[config.mk]
export PLATFORM = sky130hd
export DESIGN_NAME = program_sequencer
export DESIGN_NICKNAME = d
export VERILOG_FILES = /design/src/rtl/program_sequencer_pkg.sv /design/src/rtl/seq_datapath.sv /design/src/rtl/program_sequencer.sv
export SDC_FILE = /design/constraint.sdc
export NUM_CORES = 1
export LEC_CHECK = 0
export CAP_MARGIN = 20
export CORE_MARGIN = 10
export CORE_UTILIZATION = 40
export CTS_BUF_LIST = sky130_fd_sc_hd__clkbuf_8
export CTS_CLUSTER_DIAMETER = 50
export DETAILED_ROUTE_END_ITERATION = 8
export GPL_TIMING_DRIVEN = 0
export PLACE_DENSITY = 0.67
export SLEW_MARGIN = 20
export SYNTH_ARGS = -nofsm -noshare
export SYNTH_HDL_FRONTEND = slang
export SYNTH_SLANG_ARGS = --single-unit
[constraint.sdc]
create_clock -name clk -period 11.1 [get_ports clk]
set_input_delay 1.11 -clock clk [delete_from_list [all_inputs] [get_ports clk]]
set_output_delay 1.11 -clock clk [all_outputs]
set_load 0.05 [all_outputs]
[src/rtl/program_sequencer_pkg.sv]
// Shared opcodes, instruction field positions and FSM state encoding
// for the program sequencer and its datapath.
package program_sequencer_pkg;

    localparam logic [3:0] OP_NOP  = 4'h0;
    localparam logic [3:0] OP_ADDI = 4'h1;
    localparam logic [3:0] OP_ADD  = 4'h2;
    localparam logic [3:0] OP_SUB  = 4'h3;
    localparam logic [3:0] OP_HALT = 4'he;
    localparam logic [3:0] OP_OUT  = 4'hf;

    localparam int OP_MSB  = 15;
    localparam int OP_LSB  = 12;
    localparam int RD_MSB  = 11;
    localparam int RD_LSB  = 9;
    localparam int RS_MSB  = 8;
    localparam int RS_LSB  = 6;
    localparam int IMM_MSB = 7;
    localparam int IMM_LSB = 0;

    typedef enum logic [2:0] {
        S_IDLE,
        S_FETCH,
        S_EXEC,
        S_OUT_WAIT,
        S_HALT
    } state_t;

endpackage

[src/rtl/seq_datapath.sv]
// Eight-entry register file (r0 hard zero) plus the ADDI/ADD/SUB ALU.
// Writes happen only on cycles where exec_en is high.
module seq_datapath
    import program_sequencer_pkg::*;
#(
    parameter int DATA_W = 16
) (
    input  logic              clk,
    input  logic              reset,
    input  logic              exec_en,
    input  logic [DATA_W-1:0] ir,
    output logic [DATA_W-1:0] rd_value
);

    logic [DATA_W-1:0] regs [8];
    logic [3:0]        opcode;
    logic [2:0]        rd;
    logic [2:0]        rs;
    logic [DATA_W-1:0] imm;
    logic [DATA_W-1:0] rs_value;
    logic [DATA_W-1:0] result;
    logic              wr;

    assign opcode   = ir[OP_MSB:OP_LSB];
    assign rd       = ir[RD_MSB:RD_LSB];
    assign rs       = ir[RS_MSB:RS_LSB];
    assign imm      = {{(DATA_W-8){1'b0}}, ir[IMM_MSB:IMM_LSB]};
    // regs[0] is never written, so r0 reads zero without a mux
    assign rd_value = regs[rd];
    assign rs_value = regs[rs];

    always_comb begin
        result = rd_value;
        wr     = 1'b0;
        case (opcode)
            OP_ADDI: begin
                result = rd_value + imm;
                wr     = 1'b1;
            end
            OP_ADD: begin
                result = rd_value + rs_value;
                wr     = 1'b1;
            end
            OP_SUB: begin
                result = rd_value - rs_value;
                wr     = 1'b1;
            end
            default: ;
        endcase
    end

    always_ff @(posedge clk) begin
        if (reset) begin
            for (int i = 0; i < 8; i++) begin
                regs[i] <= '0;
            end
        end else if (exec_en && wr && (rd != 3'd0)) begin
            regs[rd] <= result;
        end
    end

endmodule

[src/rtl/program_sequencer.sv]
// Fetch/execute sequencer: FSM, PC and IR, with a valid/ready OUT port.
// Register file and ALU live in seq_datapath.
module program_sequencer
    import program_sequencer_pkg::*;
#(
    parameter int ADDR_W = 4,
    parameter int DATA_W = 16
) (
    input  logic              clk,
    input  logic              reset,
    input  logic              run,
    output logic [ADDR_W-1:0] rom_addr,
    input  logic [DATA_W-1:0] instruction,
    output logic [DATA_W-1:0] out_data,
    output logic              out_valid,
    input  logic              out_ready,
    output logic              busy,
    output logic              halted
);

    state_t            state;
    state_t            state_n;
    logic [ADDR_W-1:0] pc;
    logic [ADDR_W-1:0] pc_n;
    logic [DATA_W-1:0] ir;
    logic [DATA_W-1:0] rd_value;
    logic [3:0]        fetch_op;

    assign fetch_op = instruction[OP_MSB:OP_LSB];

    always_ff @(posedge clk) begin
        if (reset) begin
            state <= S_IDLE;
            pc    <= '0;
            ir    <= '0;
        end else begin
            state <= state_n;
            pc    <= pc_n;
            if (state == S_FETCH) begin
                ir <= instruction;
            end
        end
    end

    always_comb begin
        state_n = state;
        pc_n    = pc;
        case (state)
            S_IDLE: begin
                if (run) state_n = S_FETCH;
            end
            S_FETCH: begin
                if (fetch_op == OP_OUT)       state_n = S_OUT_WAIT;
                else if (fetch_op == OP_HALT) state_n = S_HALT;
                else                          state_n = S_EXEC;
            end
            S_EXEC: begin
                pc_n    = pc + 1'b1;
                state_n = run ? S_FETCH : S_IDLE;
            end
            // run is ignored until the word has been taken
            S_OUT_WAIT: begin
                if (out_ready) begin
                    pc_n    = pc + 1'b1;
                    state_n = run ? S_FETCH : S_IDLE;
                end
            end
            S_HALT:  state_n = S_HALT;
            default: state_n = S_IDLE;
        endcase
    end

    seq_datapath #(
        .DATA_W (DATA_W)
    ) u_datapath (
        .clk      (clk),
        .reset    (reset),
        .exec_en  (state == S_EXEC),
        .ir       (ir),
        .rd_value (rd_value)
    );

    assign rom_addr  = pc;
    assign out_valid = (state == S_OUT_WAIT);
    assign out_data  = out_valid ? rd_value : '0;
    assign busy      = (state == S_FETCH) || (state == S_EXEC)
                    || (state == S_OUT_WAIT);
    assign halted    = (state == S_HALT);

endmodule

Yosys cells after proc, flatten, opt, wreduce, memory -nomap -nowiden:

Memory sizes are Yosys's and may differ from the RTL's. A register that Yosys moved wholly into a read port is not among the register bits.
Index checks and enable logic that the tools add are counted.

* add/sub/neg operators: 4
* equality and inequality tests: 11
* muxes and demuxes: 23
* reductions and logical operators: 11

Operator list (count)
* $pmux W16 S3: 1
* $mux W16: 2
* $mux W3: 9
* $add A16 B16 Y16: 1
* $add A16 B8 Y16: 1
* $reduce_or A16 Y1: 1
* $sub A16 B16 Y16: 1
* $pmux W3 S5: 1
* $eq A4 B2 Y1 const B: 2
* $eq A4 B4 Y1 const B: 2
* $mux W1: 8
* $pmux W4 S2: 1
* $eq A3 B2 Y1 const B: 2
* $add A4 B1 Y4 const B: 1
* $eq A4 B1 Y1 const B: 1
* $mux W4: 1
* $reduce_and A2 Y1: 2
* $eq A3 B1 Y1 const B: 1
* $eq A3 B3 Y1 const B: 1
* $logic_not A3 Y1: 1
* $reduce_bool A3 Y1: 1
* $reduce_or A3 Y1: 1
* $logic_and A1 B1 Y1: 2
* $logic_or A1 B1 Y1: 2
* other kinds (3): 3

* register bits after elaboration: 23
* memory bits (writable): 128
* bits of input ports: 20
* output and inout port bits: 23
* logic and storage cells: 53
* memories: 1

Memory list
* u_datapath.regs: depth 8, bits a word 16, rd ports 2, clocked after Yosys merged registers in 2, write ports 8, RTL line seq_datapath.sv:15 `logic [DATA_W-1:0] regs [8];`

Logic depth before layout (Yosys ltp):

Gate-level depths: netlist of the first run.

* word-level depth: 10
* gate-level depth with buffers: 21
* mapped depth without buffers: 17

By module:

Synthesis of the first run repeated with hierarchy kept, for this count alone.

* cell total of the unflattened synthesis: 844
* area, all modules: 9121.2 um^2

By module, submodules not included
* seq_datapath: times used 1, cells each 705, area an instance 8025.2 um^2, sequential area each 3843.7 um^2
* program_sequencer: times used 1, cells each 139, area an instance 1096.1 um^2, sequential area each 460.4 um^2

Least setup slack after synthesis of the first run:

No wires, ideal clock.

* kind: reg-to-reg
* start point: reg (tool-made name)
* end point: mem u_datapath.regs[4][15] (data pin)
* setup time: 0.265 ns
* data arrival time: 4.607 ns
* required time: 10.835 ns
* path slack: 6.228 ns
* cell stages (with the launch flop): 21
* buffers on the path: 3
* period minus slack after synthesis: 4.872 ns
* cells stage by stage: dfxtp_1 buf_2 buf_4 buf_2 mux4_2 mux2i_1 ha_1 nand2_1 nor3_1 a21oi_1 xnor2_1 o21ai_0 ha_1 a21oi_1 o21ai_0 a2bb2oi_1 a31oi_1 o31a_1 or4_4 a31oi_4 nor3_2

RTL lines (RTL line)
* end, declared: seq_datapath.sv:15

==> results of run 1 <==
[worst min-delay path by stage]
stage	end	cells past startpoint
2_1_floorplan	flip-flop	2
3_3_place_gp	ir[14]$_SDFFE_PP0P_	2
3_5_place_dp	ir[14]$_SDFFE_PP0P_	2
4_1_cts	ir[14]$_SDFFE_PP0P_	2
5_1_grt	ir[8]$_SDFFE_PP0P_	2
6_report	ir[14]$_SDFFE_PP0P_	2
[through the flow]
step / setup slack (ns) / hold WS, ns / std cells / util
detailed placement: 5.28 / 0.451 / 1136 / 0.445
global route: 4.91 / 0.487 / 1169 / 0.461
finish: 5.19 / 0.465 / 1169 / 0.461
floorplan: 6.23 / 0.436 / 809 / -
global placement: 5.26 / 0.446 / 1136 / 0.444
CTS: 5.26 / 0.465 / 1168 / 0.460
[final cells by class]
cell class                      count  area share
Multi-Input combinational cell    578       0.434
Sequential cell                   157       0.423
Timing Repair Buffer               43      0.0412
Tap cell                          285      0.0341
Buffer                             50      0.0252
Clock buffer                       17      0.0223
Clock inverter                     15      0.0122
Inverter                           24     0.00860
[report_power, final]
group	internal, uW	switching [uW]
Combinational	176	301
Sequential	660	18.5
Clock	161	246
[flip-flops by register name, summed over array words and instances (netlist names), named ones only]
signal,count
rom_addr,4
ir,16
state,3
u_datapath.regs,128
[cells by family (layout without fill, tap and decap cells)]
kind of cell	after synthesis	count (layout)
DFF	157	157
other	1	16
and+or+nand+nor	299	299
adders and majority gates	20	20
AOI/OAI and AO/OA	111	111
buffers and inverters	74	149
muxes	103	103
xor gates and xnor gates	29	29
[cell usage in the layout (no fill, tap or decap), types with 9 or more instances in the layout]
| cell | netlist | routed |
|---|---|---|
| edfxtp_1 | 128 | 128 |
| nor2_1 | 127 | 127 |
| nand2_1 | 72 | 72 |
| mux4_2 | 60 | 60 |
| clkdlybuf4s50_1 | 0 | 42 |
| a21oi_1 | 35 | 35 |
| clkbuf_1 | 32 | 31 |
| mux2i_1 | 29 | 29 |
| dfxtp_1 | 29 | 29 |
| inv_1 | 24 | 24 |
| nor3_1 | 23 | 23 |
| o21ai_0 | 21 | 21 |
| xnor2_1 | 19 | 19 |
| ha_1 | 19 | 19 |
| clkbuf_8 | 0 | 17 |
| conb_1 | 1 | 16 |
| or3_1 | 11 | 11 |
| nand2b_1 | 11 | 10 |
| xor2_1 | 10 | 10 |
| o21ai_1 | 10 | 10 |
| nor2b_1 | 9 | 9 |
[worst register-to-register path: stages, from the launching register on]
cell and delay [ns]:
dfxtp_1 0.32, buf_2 0.29, buf_4 0.34, buf_2 0.40, mux4_2 0.57, mux2i_1 0.23, ha_1 0.25, nand2_1 0.07
nor3_1 0.36, a21oi_1 0.15, xnor2_1 0.15, o21ai_0 0.18, ha_1 0.33, a21oi_1 0.17, o21ai_0 0.12, a2bb2oi_1 0.27
a31oi_1 0.17, o31a_1 0.31, or4_4 0.48, a31oi_4 0.38, nor3_2 0.08
[routing by layer]
layer | up-vias | GRT usage | wire length [um]
met5 | - | 0 | 0
met4 | 0 | 0.0753 | 756
met3 | 42 | 0.0356 | 2360
met2 | 324 | 0.315 | 13600
met1 | 3513 | 0.244 | 11100
li1 | 3103 | - | -
==> key figures, run 1 <==
Clock network
  • Clock sinks: 157
  • Total CTS buffers: 17
  • Clock Path Buffers: 2
  • CTS clk-pin slew, worst paths: 0.09 ns
  • Max H-tree Level: 4
  • CTS tree: done
  • Post-CTS Hold Fix Bufs: 0
  • Setup bufs post-CTS: 0
  • Post-CTS Resized: 0
  • Root buffer cell: clkbuf_8
  • Worst skew pair latency: 0.48 ns

Pwr
  • Pwr Density: 149 mW/mm^2
  • Maximum vdd drop: 0.0728 mV
  • Pwr Total: 1560 uW
  • P_leak: 0.00358 uW

STA
  • Max Slew Vio Count: 0
  • Measured slew at the worst slew-check pin: 1.15 ns
  • Achievable Freq: 0.169 GHz
  • Final worst path period need: 5.91 ns
  • Hold Vio Cnt, Final: 0
  • Setup TNS: 0 ns
  • Period utilisation layout: 0.532
  • Setup violations, final: 0
  • Max_slew headroom: 0.233
  • RSZ-0062 raised after global routing: false
  • Final Skew: 0.0141 ns

GRT
  • Tot GR Track Use: 0.191
  • Largest net degree at the start of global routing: 17
  • Congestion Overflow GR: 0
  • Global-route wire length before repair: 41.2 mm
  • Vias in the first global route: 6750
  • Antenna violations before repair: 1

Yosys
  • Asr flop ratio synth: 0
  • Synth Area in Compound Gates: 0.0767
  • EDFF count, synth: 128
  • Unique cell type count in the Yosys netlist: 66
  • Count leader, synth: edfxtp_1
  • Dominant cells by area after synthesis: edfxtp_1, mux4_2, dfxtp_1
  • Simple-Gate Fraction of Synth Area: 0.151
  • Gate Count Post-Synth: 794
  • Post-synth top area share: 0.415
  • Seq/Total Area, Yosys: 0.478
  • Xor-xnor portion of the synthesized cell area: 0.0274
  • Post-synth top cells: edfxtp_1, nor2_1, nand2_1
  • Mux cell area share after synthesis: 0.201
  • Synth area leader: edfxtp_1
  • Flops & latches, synth: 157
  • Main combinational cell family by area after synthesis: multiplexers
  • Post-Synth Adder-Cell Area: 0.0279
  • Synth Warn #: 0
  • Mapped cell area: 0.00925 mm^2
  • Average cell area after synthesis: 11.7 um^2
  • Ys flop type: edfxtp_1

Critical path
  • Cell Chain, Critical Path: buf_2 > buf_4 > buf_2 > mux4_2 > mux2i_1 > ha_1 > nand2_1 > nor3_1 > a21oi_1 > xnor2_1 > o21ai_0 > ha_1 > a21oi_1 > o21ai_0 > a2bb2oi_1 > a31oi_1 > o31a_1 > or4_4 > a31oi_4 > nor3_2
  • Critical Path End: u_datapath.regs[3][15]$_SDFFCE_PN0P_
  • WP buf/inv: 3
  • Crit path max-delay family: compound AO/OA/AOI/OAI gates
  • Critical Setup Path Class: reg -> reg
  • Slowest-stage cell, CP: mux4_2
  • Crit-path max FO: 10
  • Reg-to-Reg End: u_datapath.regs[3][15]$_SDFFCE_PN0P_
  • Number of cells on the critical path: 20
  • Flop-to-flop setup slack: 5.19 ns
  • Reg2Reg Depth: 20
  • Worst path arrival time: 6.12 ns
  • Critical path endpoint category: flip-flop
  • CP startpoint kind: flip-flop
  • CP Data Required Time: 11.31 ns
  • Max incr delay on CP: 0.57 ns

Routing
  • Post-DR wirelength/cell: 23.9 um
  • Routed vias: 6982
  • Post-DR vias/cell: 5.97
  • Starting DRT DRC Count: 907
  • Detail Route Antenna Nets: 0
  • Final wirelength: 27.9 mm
  • Drt drc: 0
  • Drt first pass iters: 5

Placed design
  • Post-DP HPWL: 20.1 mm
  • Port bufs: 42
  • Placed inst area: 0.0101 mm^2
  • GPL Wtd Cong: 0.936

Min path
  • Type of the worst min-delay path: reg -> reg
  • Hold path start: ir[14]$_SDFFE_PP0P_

Die
  • Row count: 55
  • Chip Height: 172 um
  • IO Pins: 43
  • Die W: 172 um
  • Core area: 0.0227 mm^2
  • Initial Util: 0.407
  • Die area: 0.0296 mm^2

Cells and area
  • Area grow syn2layout: 13.1%
  • Final Cell Area: 0.0105 mm^2
  • Multi-input gate area: 0.00454 mm^2
  • Layout cell share with drive strength beyond 1: 0.158
  • Register area: 0.00442 mm^2
  • Ant diodes: 0
  • Layout Nets: 911
  • Fill cell count: 2132

Flow run
  • Number of max-cap violations: 0

Run status
  • Outcome: finished, final reports clean
No activity file was read; power rests on OpenSTA's default activity.
==> run 2: changes to the inputs <==
Clock period 11.1 ns to 5.98 ns, I/O delays scaled along.
==> key figures, run 2 (synthesis results as in run 1) <==
Placed design
  • Post-DP HPWL: 20.1 mm
  • Port bufs: 42
  • GPL Wtd Cong: 0.936

Critical path
  • CP Data Required Time: 6.18 ns
  • Critical Path End: u_datapath.regs[3][15]$_SDFFCE_PN0P_
  • Critical path endpoint category: flip-flop
  • Worst path arrival time: 5.88 ns
  • Critical Setup Path Class: reg -> reg
  • CP startpoint kind: flip-flop
  • Reg2Reg Depth: 20
  • Flop-to-flop setup slack: 0.30 ns
  • Reg-to-Reg End: u_datapath.regs[3][15]$_SDFFCE_PN0P_
  • Crit-path max FO: 10

Pwr
  • Pwr Density: 277 mW/mm^2
  • Maximum vdd drop: 0.133 mV
  • P_leak: 0.00358 uW
  • Pwr Total: 2900 uW
  • Clock power share: 0.261
  • Sequential power share: 0.434
  • NetSw: 1050 uW
  • Int Power: 1850 uW
  • Gate power share: 0.305
  • Switching fraction of total power: 0.362

STA
  • Hold Vio Cnt, Final: 0
  • Measured slew at the worst slew-check pin: 1.14 ns
  • Setup violations, final: 0
  • Achievable Freq: 0.176 GHz
  • Setup TNS: 0 ns
  • Final worst path period need: 5.68 ns
  • Period utilisation layout: 0.950
  • Max_slew headroom: 0.238
  • Final Skew: 0.0134 ns
  • RSZ-0062 raised after global routing: false
  • Max Slew Vio Count: 0

Run status
  • Outcome: finished, final reports clean

Clock network
  • Clock sinks: 157
  • Clock Path Buffers: 2
  • Max H-tree Level: 4
  • CTS tree: done
  • Worst skew pair latency: 0.47 ns
  • CTS clk-pin slew, worst paths: 0.10 ns
  • Root buffer cell: clkbuf_8
  • Post-CTS Hold Fix Bufs: 0
  • Total CTS buffers: 17

Die
  • Die area: 0.0296 mm^2
  • Core area: 0.0227 mm^2
  • Chip Height: 172 um
  • Die W: 172 um
  • Initial Util: 0.407
  • IO Pins: 43
  • Row count: 55

GRT
  • Congestion Overflow GR: 0
  • Vias in the first global route: 6750
  • Tot GR Track Use: 0.191
  • Largest net degree at the start of global routing: 17
  • Antenna violations before repair: 1
  • Global-route wire length before repair: 41.2 mm

Flow run
  • Number of max-cap violations: 0

Routing
  • Post-DR wirelength/cell: 23.8 um
  • Drt first pass iters: 6
  • Starting DRT DRC Count: 903
  • Final wirelength: 27.8 mm
  • Post-DR vias/cell: 5.95
  • Drt drc: 0
  • Routed vias: 6956
  • Detail Route Antenna Nets: 0

Cells and area
  • Ant diodes: 0
  • Fill cell count: 2132
  • Commonest non-fill, non-tap cell in the layout: edfxtp_1
  • Layout cell share with drive strength beyond 1: 0.160
  • Reg with most FFs: u_datapath.regs
  • Layout Nets: 911
  • Max FFs per register: 128
  • Area grow syn2layout: 13.2%
  • Most frequent cells in the layout: edfxtp_1, nor2_1, nand2_1

Min path
  • Type of the worst min-delay path: reg -> reg
## run 2: power groups by stage
stage                     clock [uW]  combinational [uW]  sequential (uW)
after floorplan                    0                 613             1270
after global placement             0                 859             1280
after detailed placement           0                 867             1280
after CTS                        761                 872             1260
after global routing             806                 956             1260
final                            757                 884             1260
## run 2: cell type report
class	count	area, um^2	share of cell area
Inverter	24	90.1	0.00860
Buffer	50	267	0.0254
Multi-Input combinational cell	578	4550	0.434
Tap cell	285	357	0.0340
Clock buffer	17	234	0.0223
Clock inverter	15	128	0.0122
Timing Repair Buffer	43	432	0.0412
Sequential cell	157	4420	0.422
## run 2: through the flow
stage                     hold WS [ns]  utilization  cells  setup WS (ns)  instance area [um^2]
after floorplan                  0.436            -    809           1.11                  9310
after global placement           0.446        0.444   1136          0.136                 10100
after detailed placement         0.451        0.445   1136          0.156                 10100
after CTS                        0.465        0.460   1168          0.143                 10500
after global routing             0.487        0.461   1169         0.0273                 10500
final                            0.467        0.461   1169          0.300                 10500
## run 2: worst min-delay path by stage
stage / from / end / slack (ns) / depth (start not counted)
finish: ir[15]$_SDFFE_PP0P_ / ir[15]$_SDFFE_PP0P_ / 0.47 / 2
global route: ir[8]$_SDFFE_PP0P_ / ir[8]$_SDFFE_PP0P_ / 0.49 / 2
CTS: ir[14]$_SDFFE_PP0P_ / ir[14]$_SDFFE_PP0P_ / 0.46 / 2
detailed placement: ir[14]$_SDFFE_PP0P_ / ir[14]$_SDFFE_PP0P_ / 0.45 / 2
global placement: ir[14]$_SDFFE_PP0P_ / ir[14]$_SDFFE_PP0P_ / 0.45 / 2
floorplan: ir[8]$_SDFFE_PP0P_ / flip-flop / 0.44 / 2
## run 2: worst max-delay path, cell delays in order, from the launching register on
cell and delay, ns:
dfxtp_1 0.32, buf_2 0.29, buf_4 0.33, clkbuf_4 0.34, mux4_2 0.54, mux2i_1 0.23
ha_1 0.25, nand2_1 0.08, nor3_2 0.23, a21oi_1 0.13, xnor2_1 0.15, o21ai_0 0.19
ha_1 0.33, a21oi_1 0.17, o21ai_0 0.12, a2bb2oi_1 0.27, a31oi_1 0.17, o31a_1 0.31
or4_4 0.48, a31oi_4 0.38, nor3_2 0.08
## run 2: timing repair
item	in CTS	in global routing
setup buffers	0	0
setup endpoints to repair	0	10
resized for setup	0	2
## run 2: routing by layer
layer  track usage  vias up  wire [um]
li1              -     3107          -
met1         0.244     3484      10900
met2         0.315      326      13800
met3        0.0356       39       2440
met4        0.0753        0        731
met5             0        -          0
